[src/rtl/dmem_initiator.sv]
// dmem_initiator: burst initiator toward a simple data-memory/IO bus.
//
// Accepts one command at a time (write or read burst of cmd_len words) and
// converts it into single-word bus accesses on addr/datain/we. Read data
// returns on dataout RD_LATENCY cycles after the address and is forwarded
// to rd_valid/rd_data in issue order.
//
// Parameters:
//   RD_LATENCY  memory read latency in cycles (1 or 2)
// Ports:
//   clock, reset                  single clock, synchronous active-high reset
//   cmd_valid/cmd_ready           command handshake; ready only when idle
//   cmd_write, cmd_addr, cmd_len  burst direction, start byte address, words
//   wr_valid/wr_ready/wr_data     write-data stream
//   rd_valid/rd_data              read-data stream (no backpressure)
//   addr, datain, we, dataout     memory bus
//   busy, done, err               status; done/err pulse in the final cycle
// Build option:
//   DMEM_INITIATOR_IO_GUARD_EN    reject bursts whose first and last word
//                                 addresses differ in bit 7 (RAM/IO mix)
module dmem_initiator #(
  parameter int unsigned RD_LATENCY = 1
) (
  input  logic        clock,
  input  logic        reset,
  input  logic        cmd_valid,
  output logic        cmd_ready,
  input  logic        cmd_write,
  input  logic [31:0] cmd_addr,
  input  logic [4:0]  cmd_len,
  input  logic        wr_valid,
  output logic        wr_ready,
  input  logic [31:0] wr_data,
  output logic        rd_valid,
  output logic [31:0] rd_data,
  output logic [31:0] addr,
  output logic [31:0] datain,
  output logic        we,
  input  logic [31:0] dataout,
  output logic        busy,
  output logic        done,
  output logic        err
);

  typedef enum logic [2:0] {StIdle, StWr, StRd, StDrain, StFin} state_e;

  state_e                  state_q, state_d;
  logic [31:0]             cur_addr_q, cur_addr_d;
  logic [4:0]              cnt_q, cnt_d;
  logic [31:0]             last_addr_q, last_addr_d;
  logic [31:0]             last_data_q, last_data_d;
  logic [RD_LATENCY-1:0]   rd_pipe_q, rd_pipe_d;
`ifdef DMEM_INITIATOR_IO_GUARD_EN
  logic                    err_q, err_d;
  logic [31:0]             last_word;
`endif

  logic [31:0]             first_word;
  logic                    reject;
  logic                    wr_beat;
  logic                    rd_issue;
  logic [RD_LATENCY-1:0]   pipe_rest;
  logic                    rd_final;

  assign first_word = cmd_addr & 32'hFFFF_FFFC;
  assign wr_beat    = (state_q == StWr) && wr_valid;
  assign rd_issue   = (state_q == StRd);

`ifdef DMEM_INITIATOR_IO_GUARD_EN
  assign last_word = first_word + {25'd0, cmd_len - 5'd1, 2'b00};
  assign reject    = (cmd_len != 5'd0) && (first_word[7] != last_word[7]);
`else
  assign reject    = 1'b0;
`endif

  // State and datapath registers
  always_ff @(posedge clock) begin
    if (reset) begin
      state_q     <= StIdle;
      cur_addr_q  <= '0;
      cnt_q       <= '0;
      last_addr_q <= '0;
      last_data_q <= '0;
      rd_pipe_q   <= '0;
`ifdef DMEM_INITIATOR_IO_GUARD_EN
      err_q       <= 1'b0;
`endif
    end else begin
      state_q     <= state_d;
      cur_addr_q  <= cur_addr_d;
      cnt_q       <= cnt_d;
      last_addr_q <= last_addr_d;
      last_data_q <= last_data_d;
      rd_pipe_q   <= rd_pipe_d;
`ifdef DMEM_INITIATOR_IO_GUARD_EN
      err_q       <= err_d;
`endif
    end
  end

  // Next-state and datapath update
  always_comb begin
    state_d     = state_q;
    cur_addr_d  = cur_addr_q;
    cnt_d       = cnt_q;
    last_addr_d = last_addr_q;
    last_data_d = last_data_q;
`ifdef DMEM_INITIATOR_IO_GUARD_EN
    err_d       = err_q;
`endif

    // Read-return tracker: bit i set means a read issued i+1 cycles ago
    rd_pipe_d    = '0;
    rd_pipe_d[0] = rd_issue;
    for (int i = 1; i < RD_LATENCY; i++) begin
      rd_pipe_d[i] = rd_pipe_q[i-1];
    end
    pipe_rest                 = rd_pipe_q;
    pipe_rest[RD_LATENCY-1]   = 1'b0;
    rd_final = rd_pipe_q[RD_LATENCY-1] && (pipe_rest == '0);

    unique case (state_q)
      StIdle: begin
        if (cmd_valid) begin
          cur_addr_d = first_word;
          cnt_d      = cmd_len;
          if (cmd_len == 5'd0) begin
            state_d = StFin;
          end else if (reject) begin
            state_d = StFin;
`ifdef DMEM_INITIATOR_IO_GUARD_EN
            err_d   = 1'b1;
`endif
          end else begin
            state_d = cmd_write ? StWr : StRd;
          end
        end
      end
      StWr: begin
        if (wr_valid) begin
          cur_addr_d  = cur_addr_q + 32'd4;
          cnt_d       = cnt_q - 5'd1;
          last_addr_d = cur_addr_q;
          last_data_d = wr_data;
          if (cnt_q == 5'd1) state_d = StFin;
        end
      end
      StRd: begin
        cur_addr_d  = cur_addr_q + 32'd4;
        cnt_d       = cnt_q - 5'd1;
        last_addr_d = cur_addr_q;
        if (cnt_q == 5'd1) state_d = StDrain;
      end
      StDrain: begin
        if (rd_final) state_d = StFin;
      end
      StFin: begin
        state_d = StIdle;
`ifdef DMEM_INITIATOR_IO_GUARD_EN
        err_d   = 1'b0;
`endif
      end
      default: state_d = StIdle;
    endcase
  end

  // Outputs; reset forces every output to its idle value immediately
  always_comb begin
    cmd_ready = !reset && (state_q == StIdle);
    busy      = !reset && (state_q != StIdle);
    done      = !reset && (state_q == StFin);
    wr_ready  = !reset && (state_q == StWr);
    we        = !reset && wr_beat;
    rd_valid  = !reset && rd_pipe_q[RD_LATENCY-1];
    rd_data   = reset ? 32'd0 : dataout;
    // Bus holds the last presented address/data while no access is made
    addr      = reset ? 32'd0 : ((wr_beat || rd_issue) ? cur_addr_q : last_addr_q);
    datain    = reset ? 32'd0 : (wr_beat ? wr_data : last_data_q);
`ifdef DMEM_INITIATOR_IO_GUARD_EN
    err       = !reset && (state_q == StFin) && err_q;
`else
    err       = 1'b0;
`endif
  end

endmodule

[config.mk]
export PLATFORM = sky130hd
export DESIGN_NAME = dmem_initiator
export DESIGN_NICKNAME = d
export VERILOG_FILES = /design/src/rtl/dmem_initiator.sv
export SDC_FILE = /design/constraint.sdc
export NUM_CORES = 1
export LEC_CHECK = 0
export CAP_MARGIN = 5
export CORE_ASPECT_RATIO = 1.4
export CORE_MARGIN = 2
export CORE_UTILIZATION = 35
export CTS_CLUSTER_DIAMETER = 100
export DETAILED_ROUTE_END_ITERATION = 10
export GPL_TIMING_DRIVEN = 0
export PLACE_DENSITY = 0.75
export SETUP_SLACK_MARGIN = 0.1
export SLEW_MARGIN = 20
export SYNTH_ARGS = -nofsm -noshare
export SYNTH_HDL_FRONTEND = slang
export SYNTH_SLANG_ARGS = --single-unit
[constraint.sdc]
create_clock -name clock -period 2.6 [get_ports clock]
set_input_delay 0.52 -clock clock [delete_from_list [all_inputs] [get_ports clock]]
set_output_delay 0.52 -clock clock [all_outputs]
set_load 0.1 [all_outputs]
After elaboration in Yosys (flattened, before gate mapping)
Index checks and enable logic that the tools add are counted.
Widths: inputs -> output; s select.

operators by class
  add/subtract/negate cells = 2
  equal/unequal tests = 10
  mux-type cells = 21
  reduce and logical (&&, ||, !) cells = 18

operator list
  cell                   number
  $mux 32                8
  $pmux 32 s3            1
  $pmux 32 s2            1
  $add 32x3->32 const B  1
  $mux 3                 6
  $pmux 5 s3             1
  $pmux 3 s4             1
  $mux 5                 2
  $logic_and 1x1->1      7
  $eq 3x2->1 const B     2
  $ne 2x2->1 const B     3
  $reduce_bool 3->1      2
  $eq 5x1->1 const B     1
  $logic_not 5->1        1
  $reduce_and 5->1       1
  $sub 5x1->5 const B    1
  $ne 2x1->1 const B     2
  $reduce_and 2->1       2
  $eq 3x1->1 const B     1
  $eq 3x3->1 const B     1
  $logic_not 3->1        1
  $reduce_and 3->1       1
  $mux 2                 1
  $reduce_bool 2->1      1
  other kinds (2)        2

storage, ports and cells
  flip-flop bits (word level) = 105
  input port bits = 106
  logic and storage cells = 57

Depth between registers and ports, before layout
  word-level depth = 5
  depth in mapped cells = 9

Least setup slack after synthesis
Ideal clock, no wire load.

  kind = input -> output
  start = in reset
  end = out done
  arrival = 4.197 ns
  required time = 2.080 ns
  setup slack = -2.117 ns
  cell stages on the path = 4
  cells stage by stage = clkbuf_1 -> clkbuf_1 -> clkbuf_1 -> nor4b_1

on the way
  word-level cells in the longest chain between the ends = 2

RTL lines
  what               line  RTL
  start, declared    25    input logic reset,
  $logic_not 1->1    171   done = !reset && (state_q == StFin);
  $logic_and 1x1->1  171
  end, declared      41    output logic done,

No other way between the ends.

Worst setup path after layout
  start = reg state_q[1]
  end = out addr[5]

on the way
  word-level cells in the longest chain between the ends = 5
  elaborated cells on any way between the ends = 6

RTL lines
  what                     line  RTL
  start, declared          47    state_e state_q, state_d;
  start signal, assigned   79    state_q <= StIdle;
  start signal, assigned   89    state_q <= state_d;
  $eq 3x1->1               66    assign wr_beat = (state_q == StWr) && wr_valid;
  $logic_and 1x1->1        66
  $logic_or 1x1->1 *       177   addr = reset ? 32'd0 : ((wr_beat || rd_issue) ? cur_addr_q : last_addr_q);
  $mux 32 * (2 in series)  177
  end, declared            36    output logic [31:0] addr,

Mark *: on every way between the ends. The rest lies on a longest branch, timed or not.

==> results by group <==
Routing
  – Antenna viol nets, final: 0
  – Final wirelength: between 20000 and 25000 um
  – Routed wire per std cell: roughly 18 um
  – DRC errors left: 0
  – Initial DRC count: around 450
  – Routed vias/inst: about 5.5
  – Vias after detailed routing: 6272
  – Pre-Repair DR Iteration Count: 5

Power
  – Leak: around 3.3 nW
  – Cell-internal power: 4.73 mW
  – PD cells: 950 nW/um2
  – Peak VDD IR: around 0.52 mV
  – Comb pwr share: between 50% and 60%
  – Sw Share: a little under 50%
  – Clock power frac: approximately 16%
  – Register share of total power: 25.0%
  – Pwr Total: between 9 and 10 mW
  – Switch Pwr: about 4.4 mW

Setup path
  – Crit start category: flop
  – Crit path required time: 2.08 ns
  – CP max FO: 6
  – WP data arrival: between 2 and 2.5 ns
  – Worst setup path category: flop to output pin
  – Worst R2R Path Depth: 7
  – Nature of the critical path endpoint: output pin

Final layout
  – Total of fill cells in the finished design: ~1200
  – Antenna diodes: 0
  – Core Util, Final: between 60% and 70%
  – Nets: roughly 1100
  – P&R area growth vs syn: 83.9%
  – Finished layout cell area: roughly 9600 um2
  – Share of layout cells above drive strength 1: 32.8%

Flow run
  – MaxCap Viol Count: 0

Logic synthesis
  – Sequential share of the synthesized area: between 30% and 40%
  – Synth area leaders: dfxtp_1 39%, a21oi_1 14%, nand2_1 11%
  – Yosys top cell by area: dfxtp_1
  – Top-area cell type share of the netlist area: roughly two fifths
  – Async SR Flop Fraction: 0%
  – Post-Syn Area per Cell: between 7 and 8 um2
  – Post-Syn Area: 5250 um2
  – Synth Instances: 725
  – Post-synth top flop: dfxtp_1
  – Flops & latches, synth: 101
  – Synth cell types: 58
  – Number of synthesized flops with an enable pin: 0
  – Warnings from Yosys: 0

Floorplan
  – Core area: approximately 15000 um2
  – Die H: 149 um
  – Initial Util: a little over a third
  – Die W: around 110 um
  – Die ar.: approximately 16000 um2
  – Std cell rows: 52
  – I/O pins: 209

Clock tree
  – Clk Latency, worst-skew pair: roughly 0.35 ns
  – Max Root-Sink Buffers: 2
  – Total CTS buffers: 9
  – Clock root cell: clkbuf_16
  – CTS tree: done
  – Clk sinks: approximately 100
  – Hold buffers post-CTS: 0
  – H-tree depth: 3
  – Clk slew on worst S/H paths: ~0.07 ns

Global route
  – Largest net degree at the start of global routing: 17
  – Grt ovf: 0
  – GR Util All Layers: 25.0%
  – Vias in the first global route: 6201
  – First-pass GRT wire length: 31700 um
  – Initial antenna violation count: 0

Placement
  – Post-placement setup slack: -1.39 ns
  – Placed cell areas: 8400 um2
  – Port bufs: 202
  – Detail Placement HPWL: 14400 um
  – Final GP Congestion: ~0.91

STA
  – Fin crit period: 2.69 ns
  – Final Hold Violating Endpoints: 0
  – Setup Viol. Count Final: 31
  – Worst slew pin tran: between 0.6 and 0.7 ns
  – Period utilization: 104%
  – Pins Over Slew Limit: 0
  – Setup WS post-layout: -0.0930 ns
  – Final Skew: about 0.0066 ns
  – Fmax: between 300 and 400 MHz
  – Worst rel slew slack: ~55%
  – RSZ-0062 raised after global routing: true

Status
  – Failing checks: setup timing
  – Status: finished, violations left

Worst hold path
  – Hold path depth: 2
  – Hold Path Class: flop to flop
placed cells by master (no fill, tap or decap), types with 10 or more instances in the layout:
| cell | Yosys | final |
|---|---|---|
| a211oi_1 | 12 | 12 |
| a21oi_1 | 148 | 86 |
| a21oi_4 | 0 | 62 |
| a22oi_1 | 10 | 10 |
| buf_12 | 0 | 39 |
| buf_4 | 4 | 20 |
| buf_6 | 1 | 10 |
| buf_8 | 0 | 24 |
| clkbuf_1 | 47 | 26 |
| clkbuf_16 | 0 | 10 |
| clkbuf_2 | 0 | 10 |
| clkdlybuf4s15_2 | 0 | 32 |
| clkdlybuf4s50_1 | 0 | 100 |
| dfxtp_1 | 101 | 99 |
| nand2_1 | 154 | 123 |
| nand2_2 | 0 | 24 |
| nand3_1 | 13 | 13 |
| nor2_1 | 37 | 33 |
| nor2b_2 | 0 | 31 |
| nor3_1 | 12 | 11 |
| o21ai_0 | 30 | 30 |
power by group through the flow:
stage | clock, mW | combinational, mW | sequential (mW)
finish | 1.45 | 5.43 | 2.29
global route | 1.54 | 5.73 | 2.33
CTS | 1.46 | 5.28 | 2.25
detailed placement | 0 | 4.57 | 2.24
global placement | 0 | 4.54 | 2.24
floorplan | 0 | 3.50 | 2.15
critical path, cell delays in order, from the launching register on:
cell and delay, ns:
dfxtp_1 0.31, buf_6 0.13, nand4bb_1 0.20, buf_6 0.15, o31a_1 0.15, nor2_4 0.14
buf_6 0.15, buf_6 0.14, nand2_2 0.08, a21oi_4 0.18, buf_12 0.19
cell type report:
class,instances,area (um2),share of cell area [%]
multi-input combinational,553,3930,40.7
tap,189,236,2.45
inverter,8,30.0,0.311
buffer,64,430,4.46
sequential,101,2030,21.0
timing repair buffer,219,2680,27.8
clock inverter,6,87.6,0.908
clock buffer,10,229,2.37
flip-flops by register name, indices dropped and copies added, names as in the netlist:
signal,cells
cnt_q,5
last_data_q,32
cur_addr_q,30
state_q,3
rd_final,1
last_addr_q,30
cell usage after synthesis (2+ instances only):
library cell	instances
a2111oi_0	2
a211oi_1	12
a21o_1	5
a21oi_1	148
a22o_1	3
a22oi_1	10
a311oi_1	4
a31o_2	4
a41o_1	3
and3_1	2
and4_1	2
buf_2	12
buf_4	4
clkbuf_1	47
dfxtp_1	101
ha_1	3
inv_1	8
mux2i_1	2
nand2_1	154
nand2b_1	2
nand3_1	13
nand3b_1	3
nand4_1	8
nor2_1	37
nor2b_1	37
nor3_1	12
nor3b_1	2
nor4_1	9
nor4b_1	3
nor4bb_1	2
o211ai_1	2
o21a_1	4
o21ai_0	30
o22a_1	2
o22ai_1	5
o31ai_1	5
o41ai_1	2
metal layers:
layer	share of wire (%)	global-route usage [%]	wire (um)
met1	40	30.3	8010
met2	51	44.1	10300
met3	6.7	4.28	1350
met4	3.1	8.65	621
met5	0	0	0
through the flow:
stage / std cells / hold WS (ns) / TNS, ns
2_1_floorplan: 727 / 0.465 / -0.592
3_3_place_gp: 1118 / 0.494 / -90.16
4_1_cts: 1149 / 0.507 / -1.97
5_1_grt: 1150 / 0.537 / -6.55
3_5_place_dp: 1118 / 0.498 / -91.98
6_report: 1150 / 0.506 / -1.90
cell families after synthesis:
group / Yosys count / share of synthesized area [%]
simple gates: 296 / 26.6
flops: 101 / 38.5
compound gates: 248 / 27.6
fa+ha+maj: 3 / 0.716
buf+inv: 73 / 5.94
other cells: 1 / 0.0715
xor+xnor: 1 / 0.167
mux: 2 / 0.382
final timing paths:
kind / slack, ns / from / end
hold reg to reg: 0.51 / cnt_q[2]$_SDFFE_PP0P_ / cnt_q[2]$_SDFFE_PP0P_
setup reg to reg: 0.32 / cur_addr_q[3]$_SDFFE_PP0P_ / cur_addr_q[26]$_SDFFE_PP0P_
setup / recovery: -0.09 / state_q[1]$_SDFFE_PP0P_ / addr[5]
hold / removal: 0.51 / cnt_q[2]$_SDFFE_PP0P_ / cnt_q[2]$_SDFFE_PP0P_
timing repair:
action                     CTS  global route
hold endpoints to repair     0             0
setup endpoints to repair  100            68
gates cloned                 3             0
resized for setup          724            31
setup buffers               12             2
pin swaps                   32            24
No activity file was read; power rests on OpenSTA's default activity.
